==> src/rtl/sensor_link.sv <==
// sensor_link: fans one command word per channel out to a sensor over a
// divided serial clock, MSB first, and collects the sensor's return stream
// into bytes with a one-deep read buffer and a sticky overflow flag.
//
// state  | meaning
// -------+-----------------------------------------------------------------
// IDLE   | waiting for a command handshake; cmd_out held at 0
// ALIGN  | command latched, waiting for the next sensor-clock fall
// SHIFT  | presenting bits on falls, capturing data_in on rises

module sensor_link #(
  parameter int CLK_DIV   = 20,
  parameter int NCH       = 8,
  parameter int WORD_BITS = 16
) (
  input  logic                     clk,
  input  logic                     rst_n,
  input  logic                     gate_mode,
  input  logic [NCH*WORD_BITS-1:0] cmd_data,
  input  logic                     cmd_valid,
  output logic                     cmd_ready,
  output logic [NCH-1:0]           cmd_out,
  output logic                     sclk_out,
  input  logic                     data_in,
  output logic [7:0]               rd_data,
  output logic                     rd_valid,
  input  logic                     rd_ready,
  output logic                     overflow,
  input  logic                     clr_ovf,
  output logic                     busy
);

  localparam int DIV_W = $clog2(CLK_DIV);
  localparam int BIT_W = $clog2(WORD_BITS);

  localparam logic [DIV_W-1:0] DIV_LAST = DIV_W'(CLK_DIV - 1);
  localparam logic [DIV_W-1:0] DIV_HALF = DIV_W'(CLK_DIV / 2);
  localparam logic [BIT_W-1:0] BIT_LAST = BIT_W'(WORD_BITS - 1);

  typedef enum logic [1:0] {
    ST_IDLE  = 2'd0,
    ST_ALIGN = 2'd1,
    ST_SHIFT = 2'd2
  } state_t;

  state_t state_q;
  state_t state_d;

  logic [DIV_W-1:0]     div_cnt;
  logic                 phase;
  logic                 rise_tick;
  logic                 fall_tick;

  logic [WORD_BITS-1:0] sr [NCH];
  logic [BIT_W-1:0]     bit_cnt;

  logic [6:0]           cap_sr;
  logic [2:0]           cap_cnt;
  logic                 byte_done;
  logic [7:0]           new_byte;
  logic                 drop_byte;

  logic                 ready_en;

  logic                 load_sr;
  logic                 drive_bit;
  logic                 drive_zero;
  logic                 load_cnt;
  logic                 dec_cnt;
  logic                 cap_en;
  logic                 cap_clr;

  // Free-running divider; never restarted by the FSM so sclk_out stays periodic.
  always_ff @(posedge clk or negedge rst_n) begin
    if (!rst_n) begin
      div_cnt <= '0;
    end else if (div_cnt == DIV_LAST) begin
      div_cnt <= '0;
    end else begin
      div_cnt <= div_cnt + 1'b1;
    end
  end

  assign phase     = (div_cnt < DIV_HALF);
  assign rise_tick = (div_cnt == '0);
  assign fall_tick = (div_cnt == DIV_HALF);

  // Registered sensor clock; rises on the same edge that captures data_in.
  always_ff @(posedge clk or negedge rst_n) begin
    if (!rst_n) begin
      sclk_out <= 1'b0;
    end else if (gate_mode) begin
      sclk_out <= phase && (state_q == ST_SHIFT);
    end else begin
      sclk_out <= phase;
    end
  end

  // Holds cmd_ready low until the first edge after reset release.
  always_ff @(posedge clk or negedge rst_n) begin
    if (!rst_n) begin
      ready_en <= 1'b0;
    end else begin
      ready_en <= 1'b1;
    end
  end

  assign cmd_ready = ready_en && (state_q == ST_IDLE);
  assign busy      = (state_q != ST_IDLE);

  // FSM state register.
  always_ff @(posedge clk or negedge rst_n) begin
    if (!rst_n) begin
      state_q <= ST_IDLE;
    end else begin
      state_q <= state_d;
    end
  end

  // Next-state and datapath strobes.
  always_comb begin
    state_d    = state_q;
    load_sr    = 1'b0;
    drive_bit  = 1'b0;
    drive_zero = 1'b0;
    load_cnt   = 1'b0;
    dec_cnt    = 1'b0;
    cap_en     = 1'b0;
    cap_clr    = 1'b0;
    case (state_q)
      ST_IDLE: begin
        if (cmd_valid && cmd_ready) begin
          load_sr = 1'b1;
          state_d = ST_ALIGN;
        end
      end
      ST_ALIGN: begin
        cap_clr = 1'b1;
        if (fall_tick) begin
          drive_bit = 1'b1;
          load_cnt  = 1'b1;
          state_d   = ST_SHIFT;
        end
      end
      ST_SHIFT: begin
        cap_en = rise_tick;
        if (fall_tick) begin
          if (bit_cnt == '0) begin
            drive_zero = 1'b1;
            state_d    = ST_IDLE;
          end else begin
            drive_bit = 1'b1;
            dec_cnt   = 1'b1;
          end
        end
      end
      default: begin
        state_d = ST_IDLE;
      end
    endcase
  end

  // Per-channel shift registers and serial outputs; bits change only on falls.
  always_ff @(posedge clk or negedge rst_n) begin
    if (!rst_n) begin
      for (int k = 0; k < NCH; k++) begin
        sr[k] <= '0;
      end
      cmd_out <= '0;
    end else begin
      for (int k = 0; k < NCH; k++) begin
        if (load_sr) begin
          sr[k] <= cmd_data[k*WORD_BITS +: WORD_BITS];
        end else if (drive_bit) begin
          sr[k] <= {sr[k][WORD_BITS-2:0], 1'b0};
        end
        if (drive_bit) begin
          cmd_out[k] <= sr[k][WORD_BITS-1];
        end else if (drive_zero) begin
          cmd_out[k] <= 1'b0;
        end
      end
    end
  end

  // Remaining-bit counter; zero on a fall means the last bit has been sampled.
  always_ff @(posedge clk or negedge rst_n) begin
    if (!rst_n) begin
      bit_cnt <= '0;
    end else if (load_cnt) begin
      bit_cnt <= BIT_LAST;
    end else if (dec_cnt) begin
      bit_cnt <= bit_cnt - 1'b1;
    end
  end

  // Return-data capture; byte alignment restarts with every command.
  always_ff @(posedge clk or negedge rst_n) begin
    if (!rst_n) begin
      cap_sr  <= '0;
      cap_cnt <= '0;
    end else if (cap_clr) begin
      cap_cnt <= '0;
    end else if (cap_en) begin
      cap_sr  <= {cap_sr[5:0], data_in};
      cap_cnt <= cap_cnt + 3'd1;
    end
  end

  assign byte_done = cap_en && (cap_cnt == 3'd7);
  assign new_byte  = {cap_sr, data_in};
  assign drop_byte = byte_done && rd_valid && !rd_ready;

  // One-deep read buffer; a byte that finds it full and unread is dropped.
  always_ff @(posedge clk or negedge rst_n) begin
    if (!rst_n) begin
      rd_data  <= 8'h00;
      rd_valid <= 1'b0;
    end else if (byte_done) begin
      if (!rd_valid || rd_ready) begin
        rd_data  <= new_byte;
        rd_valid <= 1'b1;
      end
    end else if (rd_valid && rd_ready) begin
      rd_valid <= 1'b0;
    end
  end

  // Sticky overflow; a drop in the same cycle as a clear keeps it set.
  always_ff @(posedge clk or negedge rst_n) begin
    if (!rst_n) begin
      overflow <= 1'b0;
    end else if (drop_byte) begin
      overflow <= 1'b1;
    end else if (clr_ovf) begin
      overflow <= 1'b0;
    end
  end

endmodule

==> config.mk <==
export PLATFORM = sky130hd
export DESIGN_NAME = sensor_link
export DESIGN_NICKNAME = d
export VERILOG_FILES = /design/src/rtl/sensor_link.sv
export SDC_FILE = /design/constraint.sdc
export NUM_CORES = 1
export LEC_CHECK = 0
export ABC_AREA = 1
export CORE_MARGIN = 1.5
export CORE_UTILIZATION = 40
export CTS_BUF_LIST = sky130_fd_sc_hd__clkbuf_16
export CTS_CLUSTER_SIZE = 30
export DETAILED_ROUTE_END_ITERATION = 10
export DONT_BUFFER_PORTS = 1
export PLACE_DENSITY = 0.52
export SYNTH_ARGS = -nofsm -noshare
export SYNTH_HDL_FRONTEND = slang
export SYNTH_SLANG_ARGS = --single-unit
==> constraint.sdc <==
create_clock -name clk -period 1.9 [get_ports clk]
set_input_delay 0.38 -clock clk [delete_from_list [all_inputs] [get_ports clk]]
set_output_delay 0.38 -clock clk [all_outputs]
set_load 0.02 [all_outputs]
==> flow_results.org <==
** Clock tree
- In this run, CTS created clock tree buffers numbering 17.
- The tree is rooted in a clkbuf_16.
- The H-tree was split into 4 levels.
- Clock transition at path regs :: roughly 0.07 ns
- Clock tree from TritonCTS :: yes
- CTS sink count :: 169
- Source-to-sink clock delay at the later pin of the worst-skew pair :: 0.42 ns
- In this run the deepest clock path goes through 2 buffers.

** Placed design
- The congestion estimate from routability-driven global placement came to between 0.7 and 0.8.
- Setup WS pre-CTS :: 0.135 ns
- After legalization and detailed placement, the total HPWL measured 12.2 mm.
- In this run the tool buffered the top-level ports with 0 buffer cells.

** Timing
- Final critical path time including I/O delays and setup :: 1.78 ns
- Final worst clock skew :: ~0.011 ns
- Setup violations remaining at the end of the flow were counted as 0.
- The number of hold violations in the final report is 169.
- Final Worst Setup Slack :: between 0.1 and 0.15 ns
- Across all hold checks on the routed design, the worst slack comes to -0.354 ns.
- The number of max-slew violations in the final report was 0.
- Period utilisation layout :: 93.9%
- Top achievable clock speed :: 0.560 GHz
- Final TNS setup :: 0 ns

** Detailed routing
- Total via count after detailed routing :: just under 7000
- Number of DRC violations after detailed-routing iteration 0 :: 369
- For this run, design rule violations remaining after detail routing come to 0.
- Number of routed nets with antenna violations :: 0
- After detailed routing, the average wire length per cell comes to 13.7 um.
- Detailed-routing iteration count for the pre-antenna-repair pass :: 5
- Overall routed net length :: 19.4 mm
- Dividing the detail-routed via count by the number of cells gives 4.77.

** Layout
- Final-stage net count :: 1279
- 0 antenna diodes ended up in the layout.
- Most used cells in the layout excluding fill and tap cells :: nand2_1, dfrtp_1, nand3_1, inv_1, clkbuf_16
- Layout cells sized above 1 :: 7.34%
- Filler instances :: 2114
- Commonest non-fill, non-tap cell in the layout :: nand2_1
- Compared with the post-synthesis result, the final layout area differs by 13.6%.

** Hold path
- In this run the worst hold path is classified as input port to asynchronous set/reset pin.

** Synth
- In this run the mean area of a mapped cell was 7.31 um2.
- In the synthesized netlist the dominant register cell turns out to be dfrtp_1.
- After synthesis, the largest family of logic cells by area is simple AND/OR/NAND/NOR gates.
- Area fraction in compound gates after synthesis :: roughly 1.4%
- The Yosys step of the flow raised 0 warnings.
- Top cells by area, synth :: dfrtp_1, nand2_1, nand3_1
- Number of register bits inferred by synthesis :: 169
- Share of synthesized cell area in full adder, half adder and majority cells :: 1.78%
- After Yosys synthesis, and, or, nand and nor cells account for 40.6% of the synthesized area.
- In this run, synthesis inferred 0 flip-flops with an integrated enable.
- Share of synthesized registers carrying an async set or reset :: 100%
- Synthesis produced 1151 cells.
- Count of unique library cells instantiated by Yosys :: 26
- The mapped netlist covers ~0.0084 mm2.
- Net count after synthesis :: 1298
- In this run the biggest area consumer among cell types represents around half of the synthesized area.
- The synthesized netlist devotes 0.312% of its cell area to XOR and XNOR gates.
- After synthesis, the share of cell area in mux cells is 0%.
- After synthesis, flip-flops and latches occupy 50.2% of the total area.
- Largest area contributor in the synthesized netlist :: dfrtp_1

** Critical path
- Arrival time worst endpoint :: between 1 and 1.5 ns
- CP Capture Type :: output port
- Type of the worst setup path :: register to output port
- The worst setup path is launched from a register.
- Along the worst path, the maximum fanout reaches 4.
- Data required time at the worst endpoint :: 1.52 ns

** Power
- Overall power consumption after layout is estimated at 13.0 mW.
- Max rail drop VDD :: 716 uV
- Summed over all cells, the static leakage comes to 5.31 nW.
- Pwr dens :: 1360 mW/mm2

** Global route
- Via count of the first global-routing pass :: 6361
- Total gr overflow :: 0
- Number of antenna violations at the first check in global routing :: 0
- The first global-routing pass estimated 32.1 mm of wire.
- Total global-route track usage :: a little under a fifth
- Entering global routing, the biggest net connects 170 pins.

** Run status
- Run status :: finished, violations left
- Failing checks :: hold timing

** Floorplan
- Count of boundary I/O pins :: 156
- The initialized floorplan defines 52 standard-cell rows.
- Measured along the x axis, the die boundary spans 148 um.
- The floorplan step defined a die boundary enclosing roughly 0.022 mm2.
- Measured along the y axis, the die boundary spans 148 um.
- Core Region :: 0.0204 mm2
- The initial utilization of the core area, before any placement, comes to 41.2%.

** Flow run
- Max cap viols :: 0
==> Yosys cell counts (6+ instances only) <==
| master | n |
|---|---|
| o21ai_0 | 13 |
| nor2_1 | 10 |
| dfrtp_1 | 169 |
| inv_1 | 29 |
| clkbuf_1 | 34 |
| ha_1 | 12 |
| nand2_1 | 666 |
| nand3_1 | 155 |
| buf_2 | 29 |
| buf_6 | 6 |
| o21ai_1 | 7 |
==> sequential cells by signal (all words and copies together), names as in the netlist, 2 cells and up <==
| register | count |
|---|---|
| sr | 128 |
| cmd_out | 8 |
| rd_data | 8 |
| cap_sr | 7 |
| div_cnt | 5 |
| bit_cnt | 4 |
| cap_cnt | 3 |
| state_q | 2 |
==> metal layers <==
metal	routed length, um	GRT usage (%)
met5	0	0
met4	192	4.06
met1	9360	25.5
met2	8590	27.5
met3	1280	6.20
==> critical path, stage by stage (launching register included) <==
cell and delay (ns):
dfrtp_1 0.42, inv_2 0.09, ha_1 0.16, nand2_1 0.06
inv_2 0.11, buf_6 0.13
==> worst paths after layout <==
kind | from | slack (ns) | end | depth (start not counted)
max | state_q[0] | 0.12 | cmd_ready | 5
min | rst_n | -0.35 | overflow | 0
max reg2reg | bit_cnt[0] | 0.15 | sr[62] | 10
min reg2reg | cap_cnt[1] | 0.48 | cap_cnt[1] | 2
max in group asynchronous | rst_n | 2.02 | sr[14] | 0
min in group clk | gate_mode | 0.04 | sclk_out | 1
==> per-stage QoR <==
step | cell area, um2 | instances | utilization, %
after global routing | 9570 | 1415 | 46.8
after detailed placement | 8860 | 1380 | 43.4
final | 9570 | 1415 | 46.8
after global placement | 8860 | 1380 | 43.4
after floorplan | 8420 | 1151 | -
after CTS | 9450 | 1412 | 46.3
==> power by group <==
part | switching [mW] | internal (mW) | total, mW
Clock | 1.54 | 1.97 | 3.50
Combinational | 2.18 | 1.66 | 3.84
Sequential | 0.759 | 4.92 | 5.68
==> timing repair <==
item,in CTS,in global routing
hold endpoints to repair,169,169
buffers inserted,0,1
endpoints found under the setup margin,0,115
gates resized for setup,0,14
==> cell families (layout without fill, tap and decap cells) <==
| logic type | count (synthesis) | in the layout |
|---|---|---|
| AND/OR/NAND/NOR | 840 | 840 |
| XOR/XNOR | 3 | 3 |
| adder cells (fa/ha/maj) | 12 | 12 |
| AO/OA/AOI/OAI | 23 | 23 |
| other | 1 | 1 |
| flip-flops | 169 | 169 |
| buffers and inverters | 103 | 97 |
==> layout make-up <==
type | instances | area (um2) | share of cell area (%)
flip-flops and latches | 169 | 4230 | 44.2
multi-input cells | 879 | 3770 | 39.4
repair buffers | 34 | 513 | 5.36
clock buffers | 17 | 425 | 4.45
well taps | 270 | 338 | 3.53
clock inverters | 15 | 166 | 1.74
inverters | 31 | 121 | 1.27
Note: power is estimated with default switching activity, not from simulation.
